## config.mk

```make
export PLATFORM = sky130hd
export DESIGN_NAME = mem_burst_master_flat
export DESIGN_NICKNAME = d
export VERILOG_FILES = /design/src/rtl/mem_burst_if.sv /design/src/rtl/mem_burst_master.sv /design/src/flat_wrapper.sv
export SDC_FILE = /design/constraint.sdc
export NUM_CORES = 1
export LEC_CHECK = 0
export BUFFER_PORTS_ARGS = -buffer_cell sky130_fd_sc_hd__buf_2
export CAP_MARGIN = 40
export CELL_PAD_IN_SITES_DETAIL_PLACEMENT = 1
export CELL_PAD_IN_SITES_GLOBAL_PLACEMENT = 2
export CORE_MARGIN = 3
export CORE_UTILIZATION = 31
export CTS_BUF_LIST = sky130_fd_sc_hd__clkbuf_4 sky130_fd_sc_hd__clkbuf_8
export DETAILED_ROUTE_END_ITERATION = 10
export PLACE_DENSITY_LB_ADDON = 0.1
export SYNTH_ARGS = -nofsm -noshare
export SYNTH_HDL_FRONTEND = slang
export SYNTH_SLANG_ARGS = --single-unit
```

## constraint.sdc

```tcl
create_clock -name clk -period 5.08 [get_ports clk]
set_input_delay 0.762 -clock clk [delete_from_list [all_inputs] [get_ports clk]]
set_output_delay 0.762 -clock clk [all_outputs]
set_load 0.01 [all_outputs]
```

## src/rtl/mem_burst_if.sv

```systemverilog
// Bundle of command, write-stream, read-stream and memory-port signals for mem_burst_master.
// The master modport is the burst engine's view; slave is the surrounding environment's view.
interface mem_burst_if #(
    parameter int DW = 32,
    parameter int AW = 8
);
    logic          cmd_valid;
    logic          cmd_ready;
    logic          cmd_write;
    logic [AW-1:0] cmd_addr;
    logic [AW-1:0] cmd_len;
    logic [DW-1:0] wr_data;
    logic          wr_valid;
    logic          wr_ready;
    logic [DW-1:0] rd_data;
    logic          rd_valid;
    logic          rd_ready;
    logic          rd_last;
    logic          busy;
    logic [AW-1:0] mem_addr;
    logic          mem_we;
    logic [DW-1:0] mem_wdata;
    logic [DW-1:0] mem_rdata;
    logic          verify_err;

    modport master (
        input  cmd_valid, cmd_write, cmd_addr, cmd_len, wr_data, wr_valid, rd_ready, mem_rdata,
        output cmd_ready, wr_ready, rd_data, rd_valid, rd_last, busy, mem_addr, mem_we, mem_wdata,
               verify_err
    );

    modport slave (
        output cmd_valid, cmd_write, cmd_addr, cmd_len, wr_data, wr_valid, rd_ready, mem_rdata,
        input  cmd_ready, wr_ready, rd_data, rd_valid, rd_last, busy, mem_addr, mem_we, mem_wdata,
               verify_err
    );
endinterface

```

## src/rtl/mem_burst_master.sv

```systemverilog
// Burst initiator for a single-port synchronous memory with 1-cycle read latency.
// Define MEM_BURST_VERIFY_EN to add a readback-verify pass after every write burst.
module mem_burst_master #(
    parameter int DW         = 32,
    parameter int AW         = 8,
    parameter int FIFO_DEPTH = 2
) (
    input logic         clk,
    input logic         rst,
    mem_burst_if.master bus
);
    localparam int PW = (FIFO_DEPTH > 1) ? $clog2(FIFO_DEPTH) : 1;
    localparam int CW = $clog2(FIFO_DEPTH + 1);

`ifdef MEM_BURST_VERIFY_EN
    typedef enum logic [2:0] {IDLE, WRITE, READ, DRAIN, VERIFY} state_t;
    logic [AW-1:0] start, len_q, inflight_off;
    logic [DW-1:0] shadow [2**AW];
    logic          verr;
`else
    typedef enum logic [2:0] {IDLE, WRITE, READ, DRAIN} state_t;
`endif

    state_t        state, state_nxt;
    logic [AW-1:0] cur, remaining;
    logic          inflight, inflight_last, inflight_vfy;
    logic [DW-1:0] fifo_data [FIFO_DEPTH];
    logic          fifo_last [FIFO_DEPTH];
    logic [PW-1:0] rd_ptr, wr_ptr;
    logic [CW-1:0] count;
    logic          cmd_fire, wr_fire, issue, push, pop;
    int            occ;

    assign push          = inflight && !inflight_vfy;
    assign bus.rd_valid  = (count != '0) && !rst;
    assign bus.rd_data   = fifo_data[rd_ptr];
    assign bus.rd_last   = fifo_last[rd_ptr] && bus.rd_valid;
    assign pop           = bus.rd_valid && bus.rd_ready;
    assign bus.busy      = (state != IDLE) && !rst;

    always_ff @(posedge clk) begin
        if (rst) state <= IDLE;
        else     state <= state_nxt;
    end

    // Outputs are gated by rst so an abort takes effect in the reset cycle itself.
    always_comb begin
        state_nxt     = state;
        cmd_fire      = 1'b0;
        wr_fire       = 1'b0;
        issue         = 1'b0;
        bus.cmd_ready = 1'b0;
        bus.wr_ready  = 1'b0;
        bus.mem_we    = 1'b0;
        bus.mem_addr  = '0;
        bus.mem_wdata = '0;
        // Credit a same-cycle pop so a continuous read stream sustains one word per clock.
        occ = int'(count) + int'(push) - int'(pop);
        if (!rst) begin
            unique case (state)
                IDLE: begin
                    bus.cmd_ready = 1'b1;
                    if (bus.cmd_valid) begin
                        cmd_fire  = 1'b1;
                        state_nxt = bus.cmd_write ? WRITE : READ;
                    end
                end
                WRITE: begin
                    bus.wr_ready = 1'b1;
                    if (bus.wr_valid) begin
                        wr_fire       = 1'b1;
                        bus.mem_we    = 1'b1;
                        bus.mem_addr  = cur;
                        bus.mem_wdata = bus.wr_data;
`ifdef MEM_BURST_VERIFY_EN
                        if (remaining == '0) state_nxt = VERIFY;
`else
                        if (remaining == '0) state_nxt = IDLE;
`endif
                    end
                end
                READ: begin
                    if (occ < FIFO_DEPTH) begin
                        issue        = 1'b1;
                        bus.mem_addr = cur;
                        if (remaining == '0) state_nxt = DRAIN;
                    end
                end
`ifdef MEM_BURST_VERIFY_EN
                VERIFY: begin
                    issue        = 1'b1;
                    bus.mem_addr = cur;
                    if (remaining == '0) state_nxt = DRAIN;
                end
`endif
                DRAIN: begin
                    if (count == '0 && !inflight) state_nxt = IDLE;
                end
                default: state_nxt = IDLE;
            endcase
        end
    end

    always_ff @(posedge clk) begin
        if (rst) begin
            cur           <= '0;
            remaining     <= '0;
            inflight      <= 1'b0;
            inflight_last <= 1'b0;
            rd_ptr        <= '0;
            wr_ptr        <= '0;
            count         <= '0;
        end else begin
            inflight      <= issue;
            inflight_last <= issue && (remaining == '0);
            if (cmd_fire) begin
                cur       <= bus.cmd_addr;
                remaining <= bus.cmd_len;
            end else if (wr_fire || issue) begin
                cur       <= cur + 1'b1;
                remaining <= remaining - 1'b1;
`ifdef MEM_BURST_VERIFY_EN
                if (wr_fire && remaining == '0) begin
                    cur       <= start;
                    remaining <= len_q;
                end
`endif
            end
            if (push) begin
                fifo_data[wr_ptr] <= bus.mem_rdata;
                fifo_last[wr_ptr] <= inflight_last;
                wr_ptr <= (wr_ptr == PW'(FIFO_DEPTH - 1)) ? '0 : wr_ptr + 1'b1;
            end
            if (pop) rd_ptr <= (rd_ptr == PW'(FIFO_DEPTH - 1)) ? '0 : rd_ptr + 1'b1;
            count <= count + CW'(push) - CW'(pop);
        end
    end

`ifdef MEM_BURST_VERIFY_EN
    // Shadow is indexed by offset from the burst start so verify compares in write order.
    always_ff @(posedge clk) begin
        if (wr_fire) shadow[cur - start] <= bus.wr_data;
        if (rst) begin
            start        <= '0;
            len_q        <= '0;
            inflight_off <= '0;
            inflight_vfy <= 1'b0;
            verr         <= 1'b0;
        end else begin
            if (cmd_fire) begin
                start <= bus.cmd_addr;
                len_q <= bus.cmd_len;
            end
            inflight_vfy <= issue && (state == VERIFY);
            inflight_off <= cur - start;
            if (inflight && inflight_vfy && bus.mem_rdata != shadow[inflight_off]) verr <= 1'b1;
        end
    end
    assign bus.verify_err = verr;
`else
    assign inflight_vfy   = 1'b0;
    assign bus.verify_err = 1'b0;
`endif
endmodule

```

## src/flat_wrapper.sv

```systemverilog
// flat-port wrapper written by rule: the top's interface ports become plain ports
module mem_burst_master_flat 
#(
    parameter int DW         = 32,
    parameter int AW         = 8,
    parameter int FIFO_DEPTH = 2
)
  (clk, rst, bus_cmd_valid, bus_cmd_write, bus_cmd_addr, bus_cmd_len, bus_wr_data, bus_wr_valid, bus_rd_ready, bus_mem_rdata, bus_cmd_ready, bus_wr_ready, bus_rd_data, bus_rd_valid, bus_rd_last, bus_busy, bus_mem_addr, bus_mem_we, bus_mem_wdata, bus_verify_err);
  mem_burst_if #(.DW(DW), .AW(AW)) bus_i ();
  input logic clk;
  input logic rst;
  input wire logic [$bits(bus_i.cmd_valid)-1:0] bus_cmd_valid;
  input wire logic [$bits(bus_i.cmd_write)-1:0] bus_cmd_write;
  input wire logic [$bits(bus_i.cmd_addr)-1:0] bus_cmd_addr;
  input wire logic [$bits(bus_i.cmd_len)-1:0] bus_cmd_len;
  input wire logic [$bits(bus_i.wr_data)-1:0] bus_wr_data;
  input wire logic [$bits(bus_i.wr_valid)-1:0] bus_wr_valid;
  input wire logic [$bits(bus_i.rd_ready)-1:0] bus_rd_ready;
  input wire logic [$bits(bus_i.mem_rdata)-1:0] bus_mem_rdata;
  output wire logic [$bits(bus_i.cmd_ready)-1:0] bus_cmd_ready;
  output wire logic [$bits(bus_i.wr_ready)-1:0] bus_wr_ready;
  output wire logic [$bits(bus_i.rd_data)-1:0] bus_rd_data;
  output wire logic [$bits(bus_i.rd_valid)-1:0] bus_rd_valid;
  output wire logic [$bits(bus_i.rd_last)-1:0] bus_rd_last;
  output wire logic [$bits(bus_i.busy)-1:0] bus_busy;
  output wire logic [$bits(bus_i.mem_addr)-1:0] bus_mem_addr;
  output wire logic [$bits(bus_i.mem_we)-1:0] bus_mem_we;
  output wire logic [$bits(bus_i.mem_wdata)-1:0] bus_mem_wdata;
  output wire logic [$bits(bus_i.verify_err)-1:0] bus_verify_err;
  assign bus_i.cmd_valid = bus_cmd_valid;
  assign bus_i.cmd_write = bus_cmd_write;
  assign bus_i.cmd_addr = bus_cmd_addr;
  assign bus_i.cmd_len = bus_cmd_len;
  assign bus_i.wr_data = bus_wr_data;
  assign bus_i.wr_valid = bus_wr_valid;
  assign bus_i.rd_ready = bus_rd_ready;
  assign bus_i.mem_rdata = bus_mem_rdata;
  assign bus_cmd_ready = bus_i.cmd_ready;
  assign bus_wr_ready = bus_i.wr_ready;
  assign bus_rd_data = bus_i.rd_data;
  assign bus_rd_valid = bus_i.rd_valid;
  assign bus_rd_last = bus_i.rd_last;
  assign bus_busy = bus_i.busy;
  assign bus_mem_addr = bus_i.mem_addr;
  assign bus_mem_we = bus_i.mem_we;
  assign bus_mem_wdata = bus_i.mem_wdata;
  assign bus_verify_err = bus_i.verify_err;
  mem_burst_master #(.DW(DW), .AW(AW), .FIFO_DEPTH(FIFO_DEPTH)) u_core (.clk(clk), .rst(rst), .bus(bus_i));
endmodule
```

==> metrics.md <==
| Metric | Value |
|---|---|
| Setup TNS | 0 ps |
| Final Util | 0.418 |
| CP max stage cell | nor3b_1 |
| Total Routed Length | 10700 um |
| HP Class | register to register |
| Critical Path Source Type | register |
| WL met3 | 862 um |
| Final setup viols | 0 |
| Top Layer Used | met4 |
| Port-buffer cells | 163 |
| Crit-path cells | ha_1 -> inv_1 -> ha_1 -> inv_1 -> ha_1 -> ha_1 -> inv_1 -> a32o_1 -> a22oi_1 -> nor3b_1 -> and2_1 -> buf_2 |
| Crit path kind | register to output port |
| FMAX | 257 MHz |
| Outcome | complete, no violations |
| RSZ-0062 raised after global routing | false |
| DR WL met2 | 5150 um |
| Netlist cell types | 47 |
| Post-route ant nets | 0 |
| Async S/R FF share, synth | 0 |
| P per Cell Area | 391 mW/mm^2 |
| Largest net degree at the start of global routing | 37 |
| Max-cap viol count | 0 |
| Worst rel slew slack | 0.457 |
| Fin cells | 671 |
| Final Hold Fails | 0 |
| All-layer global routing usage | 0.142 |
| Hold-fix buffers, CTS | 0 |
| Actual slew at the worst max-slew pin | 813 ps |
| CP max stage delay | 690 ps |
| Yosys warnings | 0 |
| CTS H-tree depth | 3 |
| Number of synthesized flops with an enable pin | 66 |
| Number of DRC markers in iteration 0 | 128 |
| CP top delay family | simple AND/OR/NAND/NOR gates |
| Worst Path Buf+Inv | 4 |
| Worst vdd ir | 175 uV |
| CP max FO | 8 |
| Post-layout minimum cycle time | 3890 ps |
| Sink Count | 91 |
| Routability cong. | 0.742 |
| Leak | 2.38 nW |
| First-pass GRT wire length | 16700 um |
| Initial antenna violation count | 0 |
| Drt pass-1 iters | 4 |
| CTS tree | done |
| CTS buffer count | 9 |
| Via density | 4.76 |
| Final Max Slew Viols | 0 |
| Wire per inst | 15.9 um |
| DP Worst Slack | 1290 ps |
| # DRC | 0 |
| Crit-path most repeated cell | ha_1 |
| Diodes inserted | 0 |
| Die Y | 122 um |
| Met1 wire length | 4600 um |
| Ys flop type | edfxtp_1 |
| Row count | 41 |
| Switching Power | 0.737 mW |
| CP endpoint kind | output port |
| Reg power frac | 0.452 |
| Post-Syn Instances | 333 |
| Flops & latches, synth | 91 |
| Fraction of layout cells with a size suffix above 1 | 0.451 |
| Grt ovf | 0 |
| Initial core utilization | 0.325 |
| Final #Nets | 594 |
| CTS Buffer Depth | 2 |
| Vias in the first global route | 3417 |
| Post-CTS Setup Repair Bufs | 0 |
| Root Buffer | clkbuf_8 |
| Via count | 3196 |
| Die area | 0.0150 sq mm |
| Combinational fraction of design power | 0.318 |
| Tcrit/Tclk final | 0.766 |
| Post-Synthesis Net Count | 433 |
| Inst Count DP | 655 |
| Die width | 122 um |
| # IOs | 165 |
| Switching share of power | 0.349 |
| Avg Cell Area, Syn | 12.6 sq um |
| Clock power share | 0.230 |
| Clk_lat worst skew | 370 ps |
| Internal power | 1.38 mW |
| Min setup slack post-route | 1190 ps |
| DP HPWL | 7800 um |
| Clock skew | 8.47 ps |
| Register area share after synthesis | 0.591 |
| Clk slew on worst S/H paths | 100 ps |
| # resized after CTS | 0 |
| Area delta synth->final | 28.5% |
| Cell Area, Synth | 0.00420 sq mm |
| CP required | 4320 ps |
| Core Area | 0.0129 sq mm |
| WP data arrival | 3130 ps |
-- flip-flops by register name (all words and copies together) (netlist names), named ones only --
register	count
u_core.count	2
u_core.cur	8
u_core.fifo_data	64
u_core.fifo_last	2
u_core.inflight	1
u_core.inflight_last	1
u_core.rd_ptr	1
u_core.remaining	8
u_core.state	2
u_core.wr_ptr	1
-- power groups by stage --
| stage | combinational (mW) | sequential (mW) | clock, mW |
|---|---|---|---|
| 3_5_place_dp | 0.682 | 0.972 | 0 |
| 6_report | 0.672 | 0.956 | 0.485 |
| 5_1_grt | 0.756 | 0.969 | 0.539 |
| 2_1_floorplan | 0.468 | 0.954 | 0 |
| 4_1_cts | 0.688 | 0.956 | 0.505 |
| 3_3_place_gp | 0.669 | 0.969 | 0 |
-- stage by stage --
stage	instance area, sq um	total power [mW]	hold slack (ps)
3_5_place_dp	5200	1.65	436
4_1_cts	5400	2.15	461
3_3_place_gp	5190	1.64	430
6_report	5400	2.11	456
2_1_floorplan	4200	1.42	404
5_1_grt	5400	2.26	472
-- cell type report --
type / instances / area [sq um]
Sequential cell: 91 / 2480
Timing Repair Buffer: 168 / 861
Multi-Input combinational cell: 212 / 1600
Fill cell: 1485 / 7530
Tap cell: 172 / 215
Clock buffer: 9 / 124
Clock inverter: 7 / 71.3
Inverter: 12 / 45.0
-- placed cells by master, fill, tap and decap left out, types with 9 or more instances in the layout --
master	Yosys	final
buf_2	0	163
clkbuf_8	0	9
and3_1	35	35
inv_1	11	11
edfxtp_1	66	66
nand2_1	14	14
nor2_1	23	23
dfxtp_1	25	25
ha_1	13	13
a211oi_1	14	14
mux2_2	32	32
-- cell families (layout without fill, tap and decap cells) --
family,after synthesis,count (layout),share of synthesized area
XOR/XNOR,13,13,0.0271
AND/OR/NAND/NOR,109,109,0.143
other,1,1,0.000892
flip-flops,91,91,0.591
AO/OA/AOI/OAI,41,41,0.0750
multiplexers,34,34,0.0905
buffers and inverters,30,196,0.0295
adder cells (fa/ha/maj),14,14,0.0435
-- per-layer routing --
metal	global-route usage	vias to the layer above
li1	-	1543
met1	0.171	1537
met2	0.248	110
met3	0.0465	6
met4	0.0315	0
met5	0	-
-- synthesized netlist by cell type, drive strengths merged, types with 2 or more instances --
cell type	instances	area [sq um]
buf	2	18.8
inv	12	45.0
mux2	32	360
a22o	3	26.3
xnor2	7	61.3
nor2b	5	33.8
and2	8	50.1
xor2	6	52.6
nand2	14	52.6
nand3	5	25.0
mux2i	2	20.0
nor3b	4	30.0
dfxtp	25	500
nor2	23	86.3
nor3	6	35.0
o21ai	4	20.0
a22oi	2	15.0
a211oi	14	105
a21oi	7	35.0
and3	35	219
clkbuf	16	60.1
o22ai	4	25.0
edfxtp	66	1980
ha	13	163
-- path summary, 6_finish.rpt --
| path | depth (start not counted) | slack [ps] | end | from |
|---|---|---|---|---|
| min reg2reg | 0 | 460 | u_core.fifo_last[0]$_DFFE_PP_ | u_core.inflight_last$_SDFF_PP0_ |
| max reg2reg | 12 | 2230 | u_core.remaining[6]$_SDFFE_PP0P_ | u_core.inflight$_SDFF_PP0_ |
| max | 12 | 1190 | bus_mem_addr[5] | u_core.inflight$_SDFF_PP0_ |
| min | 0 | 460 | u_core.fifo_last[0]$_DFFE_PP_ | u_core.inflight_last$_SDFF_PP0_ |
Note: power is estimated with default switching activity, not from simulation.
